$ cat config.mk
export PLATFORM = sky130hd
export DESIGN_NAME = axi_read_arbiter_flat
export DESIGN_NICKNAME = d
export VERILOG_FILES = /design/src/rtl/axi_read_arbiter_pkg.sv /design/src/rtl/axi_read_arbiter_if.sv /design/src/rtl/axi_read_arbiter_rr_arb_sel.sv /design/src/rtl/axi_read_arbiter.sv /design/src/flat_wrapper.sv
export SDC_FILE = /design/constraint.sdc
export NUM_CORES = 1
export LEC_CHECK = 0
export CAP_MARGIN = 25
export CELL_PAD_IN_SITES_DETAIL_PLACEMENT = 0
export CELL_PAD_IN_SITES_GLOBAL_PLACEMENT = 1
export CORE_MARGIN = 2
export CORE_UTILIZATION = 25
export CTS_CLUSTER_DIAMETER = 200
export DETAILED_ROUTE_END_ITERATION = 6
export PLACE_DENSITY = 0.89
export SETUP_SLACK_MARGIN = 0.02
export SLEW_MARGIN = 5
export SYNTH_ARGS = -nofsm -noshare
export SYNTH_HDL_FRONTEND = slang
export SYNTH_SLANG_ARGS = --single-unit
$ cat constraint.sdc
create_clock -name clk -period 4 [get_ports clk]
set_input_delay 0.6 -clock clk [delete_from_list [all_inputs] [get_ports clk]]
set_output_delay 0.6 -clock clk [all_outputs]
set_load 0.005 [all_outputs]
$ cat src/rtl/axi_read_arbiter_pkg.sv
// axi_arb_pkg: shared FSM state type and ID-width sanity helper for axi_read_arbiter.
// Contents: arb_state_e (IDLE/ADDR/DATA), id_width_ok() used at elaboration by the top.
package axi_arb_pkg;

    typedef enum logic [1:0] {IDLE, ADDR, DATA} arb_state_e;

    // The slave ID must carry the master ID plus enough upper bits to tag the winning master.
    function automatic bit id_width_ok(int nb_master, int id_master_w, int id_slave_w);
        return id_slave_w == id_master_w + $clog2(nb_master);
    endfunction

endpackage

$ cat src/rtl/axi_read_arbiter_if.sv
// axi_read_arbiter_if: AR/R signal bundle between NB_MASTER masters, the arbiter and one slave.
// Ports (signals): m_ar_* / m_r_* master side (per-master valid/ready, shared R payload),
// s_ar_* / s_r_* slave side. Modport slave is the arbiter's view, modport master the environment's.
interface axi_read_arbiter_if #(
    parameter int NB_MASTER           = 3,
    parameter int AXI_ADDR_WIDTH      = 32,
    parameter int AXI_DATA_WIDTH      = 32,
    parameter int AXI_ID_MASTER_WIDTH = 2,
    parameter int AXI_ID_SLAVE_WIDTH  = 4
);
    logic [NB_MASTER-1:0]           m_ar_valid;
    logic [NB_MASTER-1:0]           m_ar_ready;
    logic [AXI_ADDR_WIDTH-1:0]      m_ar_addr [NB_MASTER];
    logic [AXI_ID_MASTER_WIDTH-1:0] m_ar_id   [NB_MASTER];
    logic [7:0]                     m_ar_len  [NB_MASTER];
    logic [NB_MASTER-1:0]           m_r_valid;
    logic [NB_MASTER-1:0]           m_r_ready;
    logic [AXI_DATA_WIDTH-1:0]      m_r_data;
    logic [1:0]                     m_r_resp;
    logic                           m_r_last;
    logic [AXI_ID_MASTER_WIDTH-1:0] m_r_id;
    logic                           s_ar_valid;
    logic                           s_ar_ready;
    logic [AXI_ADDR_WIDTH-1:0]      s_ar_addr;
    logic [AXI_ID_SLAVE_WIDTH-1:0]  s_ar_id;
    logic [7:0]                     s_ar_len;
    logic                           s_r_valid;
    logic                           s_r_ready;
    logic [AXI_DATA_WIDTH-1:0]      s_r_data;
    logic [1:0]                     s_r_resp;
    logic                           s_r_last;
    logic [AXI_ID_SLAVE_WIDTH-1:0]  s_r_id;

    modport slave (
        input  m_ar_valid, m_ar_addr, m_ar_id, m_ar_len, m_r_ready,
               s_ar_ready, s_r_valid, s_r_data, s_r_resp, s_r_last, s_r_id,
        output m_ar_ready, m_r_valid, m_r_data, m_r_resp, m_r_last, m_r_id,
               s_ar_valid, s_ar_addr, s_ar_id, s_ar_len, s_r_ready
    );

    modport master (
        output m_ar_valid, m_ar_addr, m_ar_id, m_ar_len, m_r_ready,
               s_ar_ready, s_r_valid, s_r_data, s_r_resp, s_r_last, s_r_id,
        input  m_ar_ready, m_r_valid, m_r_data, m_r_resp, m_r_last, m_r_id,
               s_ar_valid, s_ar_addr, s_ar_id, s_ar_len, s_r_ready
    );
endinterface

$ cat src/rtl/axi_read_arbiter_rr_arb_sel.sv
// rr_arb_sel: round-robin pick of the first request at or after a pointer, wrapping.
// Ports: i_req (request vector), i_ptr (start index), o_grant (one-hot winner), o_idx (winner index).
module rr_arb_sel #(
    parameter  int NB_MASTER = 3,
    localparam int IW        = $clog2(NB_MASTER)
) (
    input  logic [NB_MASTER-1:0] i_req,
    input  logic [IW-1:0]        i_ptr,
    output logic [NB_MASTER-1:0] o_grant,
    output logic [IW-1:0]        o_idx
);
    logic [NB_MASTER-1:0] w_rot;

    // Rotate so bit k is the request k places after the pointer.
    assign w_rot = NB_MASTER'({i_req, i_req} >> i_ptr);

    // Scan downward so the smallest offset is the final assignment.
    always_comb begin
        o_grant = '0;
        o_idx   = '0;
        for (int k = NB_MASTER - 1; k >= 0; k--) begin
            if (w_rot[k]) begin
                o_idx   = IW'((int'(i_ptr) + k) % NB_MASTER);
                o_grant = NB_MASTER'(1) << o_idx;
            end
        end
    end
endmodule

$ cat src/rtl/axi_read_arbiter.sv
// axi_read_arbiter: shares one AXI read slave among NB_MASTER masters, one burst outstanding.
// Ports: clk, rst (sync active-high); bus (axi_read_arbiter_if.slave) carrying master AR/R
// and slave AR/R channels. Slave ID = {winner index, master ID}.
module axi_read_arbiter
    import axi_arb_pkg::*;
#(
    parameter int NB_MASTER           = 3,
    parameter int AXI_ADDR_WIDTH      = 32,
    parameter int AXI_DATA_WIDTH      = 32,
    parameter int AXI_ID_MASTER_WIDTH = 2,
    parameter int AXI_ID_SLAVE_WIDTH  = 4
) (
    input logic               clk,
    input logic               rst,
    axi_read_arbiter_if.slave bus
);
    localparam int IW = $clog2(NB_MASTER);

    if (!id_width_ok(NB_MASTER, AXI_ID_MASTER_WIDTH, AXI_ID_SLAVE_WIDTH)) begin : g_bad_id
        $error("AXI_ID_SLAVE_WIDTH must equal AXI_ID_MASTER_WIDTH + clog2(NB_MASTER)");
    end

    arb_state_e                     r_state;
    arb_state_e                     w_state_nxt;
    logic [IW-1:0]                  r_ptr;
    logic [IW-1:0]                  r_g;
    logic [AXI_ADDR_WIDTH-1:0]      r_addr;
    logic [AXI_ID_MASTER_WIDTH-1:0] r_id;
    logic [7:0]                     r_len;
    logic [7:0]                     r_beat_cnt;
    logic [NB_MASTER-1:0]           w_grant;
    logic [IW-1:0]                  w_idx;
    logic                           w_idle;
    logic                           w_addr_ph;
    logic                           w_data_ph;
    logic                           w_r_hs;

    rr_arb_sel #(.NB_MASTER(NB_MASTER)) u_sel (
        .i_req   (bus.m_ar_valid),
        .i_ptr   (r_ptr),
        .o_grant (w_grant),
        .o_idx   (w_idx)
    );

    // Phases are gated by rst so every handshake output is low while reset is held.
    assign w_idle    = !rst && r_state == IDLE;
    assign w_addr_ph = !rst && r_state == ADDR;
    assign w_data_ph = !rst && r_state == DATA;
    assign w_r_hs    = w_data_ph && bus.s_r_valid && bus.m_r_ready[r_g];

    always_ff @(posedge clk) begin
        if (rst) begin
            r_state    <= IDLE;
            r_ptr      <= '0;
            r_g        <= '0;
            r_beat_cnt <= '0;
        end else begin
            r_state <= w_state_nxt;
            if (w_idle && |bus.m_ar_valid) begin
                r_g        <= w_idx;
                r_addr     <= bus.m_ar_addr[w_idx];
                r_id       <= bus.m_ar_id[w_idx];
                r_len      <= bus.m_ar_len[w_idx];
                r_beat_cnt <= '0;
            end
            if (w_r_hs) begin
                r_beat_cnt <= r_beat_cnt + 8'd1;
                if (bus.s_r_last)
                    r_ptr <= (r_g == IW'(NB_MASTER - 1)) ? '0 : r_g + IW'(1);
            end
        end
    end

    always_comb begin
        w_state_nxt = r_state;
        case (r_state)
            IDLE:    w_state_nxt = |bus.m_ar_valid ? ADDR : IDLE;
            ADDR:    w_state_nxt = bus.s_ar_ready ? DATA : ADDR;
            DATA:    w_state_nxt = (w_r_hs && bus.s_r_last) ? IDLE : DATA;
            default: w_state_nxt = IDLE;
        endcase
        bus.m_ar_ready = w_idle ? w_grant : '0;
        bus.s_ar_valid = w_addr_ph;
        bus.s_ar_addr  = r_addr;
        bus.s_ar_id    = {r_g, r_id};
        bus.s_ar_len   = r_len;
        bus.m_r_valid  = w_data_ph ? (NB_MASTER'(bus.s_r_valid) << r_g) : '0;
        bus.s_r_ready  = w_data_ph && bus.m_r_ready[r_g];
        bus.m_r_data   = bus.s_r_data;
        bus.m_r_resp   = bus.s_r_resp;
        bus.m_r_last   = bus.s_r_last;
        bus.m_r_id     = bus.s_r_id[AXI_ID_MASTER_WIDTH-1:0];
    end

    // Flags slaves whose burst length or returned winner tag disagrees with the request.
    cover property (@(posedge clk) w_r_hs && bus.s_r_last &&
        (r_beat_cnt != r_len || bus.s_r_id[AXI_ID_SLAVE_WIDTH-1:AXI_ID_MASTER_WIDTH] != r_g));
endmodule

$ cat src/flat_wrapper.sv
// flat-port wrapper written by rule: the top's interface ports become plain ports
module axi_read_arbiter_flat import axi_arb_pkg::*;
#(
    parameter int NB_MASTER           = 3,
    parameter int AXI_ADDR_WIDTH      = 32,
    parameter int AXI_DATA_WIDTH      = 32,
    parameter int AXI_ID_MASTER_WIDTH = 2,
    parameter int AXI_ID_SLAVE_WIDTH  = 4
)
  (clk, rst, bus_m_ar_valid, bus_m_ar_addr, bus_m_ar_id, bus_m_ar_len, bus_m_r_ready, bus_s_ar_ready, bus_s_r_valid, bus_s_r_data, bus_s_r_resp, bus_s_r_last, bus_s_r_id, bus_m_ar_ready, bus_m_r_valid, bus_m_r_data, bus_m_r_resp, bus_m_r_last, bus_m_r_id, bus_s_ar_valid, bus_s_ar_addr, bus_s_ar_id, bus_s_ar_len, bus_s_r_ready);
  axi_read_arbiter_if #(.NB_MASTER(NB_MASTER), .AXI_ADDR_WIDTH(AXI_ADDR_WIDTH), .AXI_DATA_WIDTH(AXI_DATA_WIDTH), .AXI_ID_MASTER_WIDTH(AXI_ID_MASTER_WIDTH), .AXI_ID_SLAVE_WIDTH(AXI_ID_SLAVE_WIDTH)) bus_i ();
  input logic clk;
  input logic rst;
  input wire logic [$bits(bus_i.m_ar_valid)-1:0] bus_m_ar_valid;
  input wire logic [$bits(bus_i.m_ar_addr)-1:0] bus_m_ar_addr;
  input wire logic [$bits(bus_i.m_ar_id)-1:0] bus_m_ar_id;
  input wire logic [$bits(bus_i.m_ar_len)-1:0] bus_m_ar_len;
  input wire logic [$bits(bus_i.m_r_ready)-1:0] bus_m_r_ready;
  input wire logic [$bits(bus_i.s_ar_ready)-1:0] bus_s_ar_ready;
  input wire logic [$bits(bus_i.s_r_valid)-1:0] bus_s_r_valid;
  input wire logic [$bits(bus_i.s_r_data)-1:0] bus_s_r_data;
  input wire logic [$bits(bus_i.s_r_resp)-1:0] bus_s_r_resp;
  input wire logic [$bits(bus_i.s_r_last)-1:0] bus_s_r_last;
  input wire logic [$bits(bus_i.s_r_id)-1:0] bus_s_r_id;
  output wire logic [$bits(bus_i.m_ar_ready)-1:0] bus_m_ar_ready;
  output wire logic [$bits(bus_i.m_r_valid)-1:0] bus_m_r_valid;
  output wire logic [$bits(bus_i.m_r_data)-1:0] bus_m_r_data;
  output wire logic [$bits(bus_i.m_r_resp)-1:0] bus_m_r_resp;
  output wire logic [$bits(bus_i.m_r_last)-1:0] bus_m_r_last;
  output wire logic [$bits(bus_i.m_r_id)-1:0] bus_m_r_id;
  output wire logic [$bits(bus_i.s_ar_valid)-1:0] bus_s_ar_valid;
  output wire logic [$bits(bus_i.s_ar_addr)-1:0] bus_s_ar_addr;
  output wire logic [$bits(bus_i.s_ar_id)-1:0] bus_s_ar_id;
  output wire logic [$bits(bus_i.s_ar_len)-1:0] bus_s_ar_len;
  output wire logic [$bits(bus_i.s_r_ready)-1:0] bus_s_r_ready;
  assign bus_i.m_ar_valid = bus_m_ar_valid;
  assign bus_i.m_ar_addr = {>>{bus_m_ar_addr}};
  assign bus_i.m_ar_id = {>>{bus_m_ar_id}};
  assign bus_i.m_ar_len = {>>{bus_m_ar_len}};
  assign bus_i.m_r_ready = bus_m_r_ready;
  assign bus_i.s_ar_ready = bus_s_ar_ready;
  assign bus_i.s_r_valid = bus_s_r_valid;
  assign bus_i.s_r_data = bus_s_r_data;
  assign bus_i.s_r_resp = bus_s_r_resp;
  assign bus_i.s_r_last = bus_s_r_last;
  assign bus_i.s_r_id = bus_s_r_id;
  assign bus_m_ar_ready = bus_i.m_ar_ready;
  assign bus_m_r_valid = bus_i.m_r_valid;
  assign bus_m_r_data = bus_i.m_r_data;
  assign bus_m_r_resp = bus_i.m_r_resp;
  assign bus_m_r_last = bus_i.m_r_last;
  assign bus_m_r_id = bus_i.m_r_id;
  assign bus_s_ar_valid = bus_i.s_ar_valid;
  assign bus_s_ar_addr = bus_i.s_ar_addr;
  assign bus_s_ar_id = bus_i.s_ar_id;
  assign bus_s_ar_len = bus_i.s_ar_len;
  assign bus_s_r_ready = bus_i.s_r_ready;
  axi_read_arbiter #(.NB_MASTER(NB_MASTER), .AXI_ADDR_WIDTH(AXI_ADDR_WIDTH), .AXI_DATA_WIDTH(AXI_DATA_WIDTH), .AXI_ID_MASTER_WIDTH(AXI_ID_MASTER_WIDTH), .AXI_ID_SLAVE_WIDTH(AXI_ID_SLAVE_WIDTH)) u_core (.clk(clk), .rst(rst), .bus(bus_i));
endmodule
Word-level counts from Yosys, hierarchy flattened
Cells that the tools add are included.
Storage, ports and cells
  latch bits: 0
  input port bits: 175
  word-level logic and storage cells: 61
  register bits after elaboration: 48
  output and inout bits: 89
  RAM bits: 0
  memories: 0
  memory bits (read-only): 0
Operators by class
  reductions and logical operators: 13
  add/subtract/negate cells: 3
  bitwise gates (word level): 2
  shifts and indexed selects: 5
  equal/unequal tests: 3
  magnitude comparators: 2
  multiply operators: 0
  div/mod/pow operators: 3
  multiplexer cells: 24
Operators by type and width (number)
  $bmux W32 S2: 1
  $mod A32 B3 Y32 const B: 2
  $mux W32: 2
  $mod A3 B3 Y32 const B: 1
  $bmux W8 S2: 1
  $mux W2: 8
  $mux W8: 2
  $mux W3: 5
  $shl A1 B2 Y3 const A: 3
  $logic_and A1 B1 Y1: 8
  $pmux W2 S3: 1
  $shr A6 B2 Y3: 1
  $bmux W2 S2: 1
  $eq A2 B2 Y1 const B: 2
  $reduce_and A2 Y1: 2
  $add A2 B1 Y3 const B: 1
  $add A2 B2 Y3 const B: 1
  $ge A3 B3 Y1 const B: 1
  $lt A2 B3 Y1 const B: 1
  $not A2 Y3: 1
  $reduce_or A3 Y1: 1
  $shl A1 B2 Y3: 1
  $add A2 B1 Y2 const B: 1
  $bmux W1 S2: 1
  other kinds (5): 6

Longest topological paths before layout
  word-level depth: 9
  gate-level depth with buffers: 11
  depth with buffers taken out: 7

Modules after synthesis
From an unflattened synthesis, not the netlist that was laid out.
Unflattened totals
  cells, all modules: 309
  area, all modules: 3169.3 um^2
By module, submodules not included
  axi_read_arbiter: cells an instance 271, instances 1, area each 2808.9 um^2, seq. area each 1381.3 um^2
  rr_arb_sel: cells an instance 38, instances 1, area each 360.3 um^2, seq. area each 0.0 um^2

Least setup slack after synthesis
No wires, ideal clock.
  path type: input to register
  start: input bus_m_ar_valid[1]
  end: register u_core.r_addr[0], in the netlist u_core.bus.s_ar_addr[0] (enable)
  data required time: 3.557 ns
  stages: 3
  buffers on the path: 0
  library setup time: 0.443 ns
  setup slack: 0.752 ns
  arrival: 2.805 ns
  cells stage by stage: nor3_1 -> or3_1 -> nor2_1
Between the ends
  word-level cells in the longest chain between the ends: 3
RTL lines
  start, declared: RTL line flat_wrapper.sv:14  | input wire logic [$bits(bus_i.m_ar_valid)-1:0] bus_m_ar_valid;
  $reduce_or A3 Y1: RTL line axi_read_arbiter.sv:59  | if (w_idle && |bus.m_ar_valid) begin
  $logic_and A1 B1 Y1: RTL line axi_read_arbiter.sv:59
  $reduce_and A2 Y1 (no line)
  end signal, assigned: RTL line axi_read_arbiter.sv:61  | r_addr <= bus.m_ar_addr[w_idx];
  end, declared: RTL line axi_read_arbiter.sv:27  | logic [AXI_ADDR_WIDTH-1:0] r_addr;
No other way between the ends.
A chain may end at the register's enable or synchronous reset.

Final worst setup path
  start: input bus_m_ar_valid[2]
  end: output bus_m_ar_ready[0]
Between the ends
  word-level cells in the longest chain between the ends: 5
RTL lines
  $shr A6 B2 Y3 (*): RTL line axi_read_arbiter_rr_arb_sel.sv:15  | assign w_rot = NB_MASTER'({i_req, i_req} >> i_ptr);
  $mux W3 (2 in a row): RTL line axi_read_arbiter_rr_arb_sel.sv:22  | if (w_rot[k]) begin
  $mux W3 (*): RTL line axi_read_arbiter_rr_arb_sel.sv:22
  $mux W3 (*): RTL line axi_read_arbiter.sv:82  | bus.m_ar_ready = w_idle ? w_grant : '0;
  end, declared: RTL line flat_wrapper.sv:25  | output wire logic [$bits(bus_i.m_ar_ready)-1:0] bus_m_ar_ready;
Every way passes the cells marked *; elsewhere a longest branch is shown, timed or not.

==> summary.md <==
| Metric | Value |
|---|---|
| Slew HR | `0.489` |
| Synthesized area | `3390 um^2` |
| Rows | `42` |
| Fin Setup TNS | `0 ns` |
| Root Driver | `clkbuf_16` |
| CTS tree | `yes` |
| Crit-path leading delay family | `buffers and inverters` |
| CP peak stage delay | `0.62 ns` |
| Final Wtd Congestion | `0.790` |
| Crit-path cells | `clkdlybuf4s50_1, or4b_4, nand4_1, nand2_1, a311oi_1, clkdlybuf4s50_1` |
| Vias | `2,597` |
| Syn Inst Count | `255` |
| Non-filler cells, final | `576` |
| Largest family of logic cells by synthesized area | `compound AO/OA/AOI/OAI gates` |
| Clock latency on the worst-skew pair | `0.29 ns` |
| RSZ-0062 raised after global routing | `false` |
| Vias in the first global route | `2,666` |
| Most frequent cells in the layout | `clkdlybuf4s50_1, mux2i_1, edfxtp_1` |
| Switching Share | `0.240` |
| I/O Pins | `264` |
| PwrDens | `295 nW/um^2` |
| Synth unique cells | `39` |
| Post-synthesis mux area share | `0.158` |
| Crit-path most repeated cell | `clkdlybuf4s50_1` |
| Tot GR Track Use | `0.121` |
| Top_reg_cell synth | `edfxtp_1` |
| Via density | `4.51` |
| CP startpoint kind | `primary input` |
| VDD IR max | `132 uV` |
| Worst Path Buf+Inv | `2` |
| Hold WC Path Type | `register to register` |
| Drt wl/cell | `16.1 um` |
| # Post-CTS Setup Buffers | `0` |
| Synth warnings | `0` |
| Commonest non-fill, non-tap cell in the layout | `clkdlybuf4s50_1` |
| Critical path peak fanout | `8` |
| Layout area overhead | `55.6%` |
| Xor and xnor fraction of the mapped netlist area | `0` |
| Internal power | `1.18 mW` |
| Fin crit period | `3.37 ns` |
| P_leak | `1.91 nW` |
| Worst-margin pin slew | `0.766 ns` |
| Mapped Nets | `433` |
| Fmax | `0.297 GHz` |
| # nets final | `577` |
| Switching power | `374 uW` |
| Final ANT Viol Nets | `0` |
| Post-synth EDFFs | `42` |
| Status | `completed` |
| Async set or reset register ratio after synthesis | `0` |
| Die footprint | `14,500 um^2` |
| Port bufs | `189` |
| Comb pwr share | `0.287` |
| H-tree Lvls | `2` |
| Antenna violations before repair | `0` |
| Largest net degree at the start of global routing | `44` |
| Max Buffers Root-to-Sink | `2` |
| DRT Pass-1 Iters | `4` |
| Syn Area/Cell | `13.3 um^2` |
| Final WL | `9250 um` |
| Hold_buf cts | `0` |
| CP required | `3.40 ns` |
| Drt drc | `0` |
| Core ar. | `13,200 um^2` |
| Critical Path AT | `2.77 ns` |
| Final Max Slew Viols | `0` |
| MaxCap Viol Count | `0` |
| First-pass GRT wire length | `13,800 um` |
| Register area share after synthesis | `0.407` |
| Final setup vio count | `0` |
| Die width | `121 um` |
| Fin crit share | `0.842` |
| Reg clk slew, reported paths | `0.07 ns` |
| Clock Skews | `0.00805 ns` |
| Diode count | `0` |
| Placed Cells | `568` |
| Global route overflow | `0` |
| Chip height | `121 um` |
| Dpl hpwl | `7010 um` |
| Layout cells sized above 1 | `0.150` |
| Post-Synth Simple-Gate Area | `0.0678` |
| Post-synthesis compound-gate area fraction | `0.216` |
| Clk pwr share | `0.309` |
| Post-CTS sizing | `0` |
| Fin. Hold Viols | `0` |
| DRT iter0 DRCs | `56` |
| Sequential power share | `0.404` |
| Crit Path Category | `primary input to primary output` |
| Starting Density | `0.256` |
| FILL cells | `1,250` |
| #FFs+latches synth | `48` |
| Area share of fa/ha/maj cells after synthesis | `0.0111` |
| CTS sink count | `48` |
| Slowest stage cell on the critical path | `clkdlybuf4s50_1` |
| Worst Setup End Kind | `primary output` |
| Final Util | `0.399` |
| Total CTS buffers | `5` |
| WHS | `0.531 ns` |
final cells by class:
cell class	instances	area, um^2	share of cell area
clock buffers	5	125	0.0237
clock inverters	3	42.5	0.00806
inverters	5	18.8	0.00356
multi-input cells	147	1560	0.296
flip-flops and latches	48	1380	0.262
well taps	176	220	0.0417
repair buffers	192	1930	0.365
cell usage after synthesis (2+ instances only):
library cell,n,share of area
buf_4,37,0.082
nor2b_1,3,0.0055
or3_1,2,0.0037
buf_2,9,0.013
nor3_1,5,0.0074
a21oi_1,2,0.0029
buf_12,4,0.024
nand2_1,3,0.0033
mux2i_1,49,0.14
dfxtp_1,6,0.035
o2bb2ai_2,40,0.18
edfxtp_1,42,0.37
a41oi_2,2,0.0096
buf_6,3,0.010
nand4bb_1,2,0.0066
inv_1,5,0.0055
nor3b_1,5,0.011
mux2_1,2,0.0066
o22ai_1,2,0.0037
o2bb2ai_1,3,0.0077
nor2_1,9,0.010
ha_1,3,0.011
power groups by stage:
stage | Sequential (mW) | Clock, mW | Combinational (mW)
4_1_cts | 0.630 | 0.504 | 0.453
2_1_floorplan | 0.647 | 0 | 0.212
3_5_place_dp | 0.641 | 0 | 0.452
3_3_place_gp | 0.639 | 0 | 0.445
6_report | 0.630 | 0.481 | 0.446
5_1_grt | 0.635 | 0.517 | 0.478
per-stage QoR:
stage	setup WS (ns)	instance area, um^2	power [mW]
5_1_grt	0.489	5280	1.63
2_1_floorplan	0.752	3390	0.859
6_report	0.632	5280	1.56
3_5_place_dp	0.555	5110	1.09
3_3_place_gp	0.656	5110	1.08
4_1_cts	0.609	5280	1.59
layer usage:
layer	vias up	wire (um)	track usage
met5	-	0	0
met4	0	208	0.0451
met3	29	785	0.0307
met2	121	4810	0.227
met1	1213	3450	0.128
li1	1234	-	-
cell families (layout without fill, tap and decap cells):
family / after synthesis / count (layout)
and+or+nand+nor: 37 / 37
DFF: 48 / 48
AOI/OAI and AO/OA: 55 / 55
muxes: 52 / 52
buffers and inverters: 60 / 205
adders and majority gates: 3 / 3
worst paths after layout:
kind,from,end,slack (ns),depth (start not counted)
worst min register to register,u_core.r_state[0]$_SDFF_PP0_,u_core.r_state[1]$_SDFF_PP0_,0.53,2
worst min-delay path,u_core.r_state[0]$_SDFF_PP0_,u_core.r_state[1]$_SDFF_PP0_,0.53,2
worst max-delay path,bus_m_ar_valid[2],bus_m_ar_ready[0],0.63,6
worst max register to register,u_core.r_ptr[0]$_SDFFE_PP0P_,u_core.bus.s_ar_addr[17]$_DFFE_PP_,0.90,8
tightest hold or removal path, cell delays in order (launching register included):
cell      delay [ns]
dfxtp_1         0.34
nand3b_1        0.09
a21oi_1         0.05
sequential cells by signal, indices dropped and copies added (netlist names):
name,cells
u_core.bus.s_ar_len,8
u_core.r_ptr,2
u_core.r_g,2
u_core.r_state,2
u_core.r_id,2
u_core.bus.s_ar_addr,32
(Power assumes the default switching activity.)
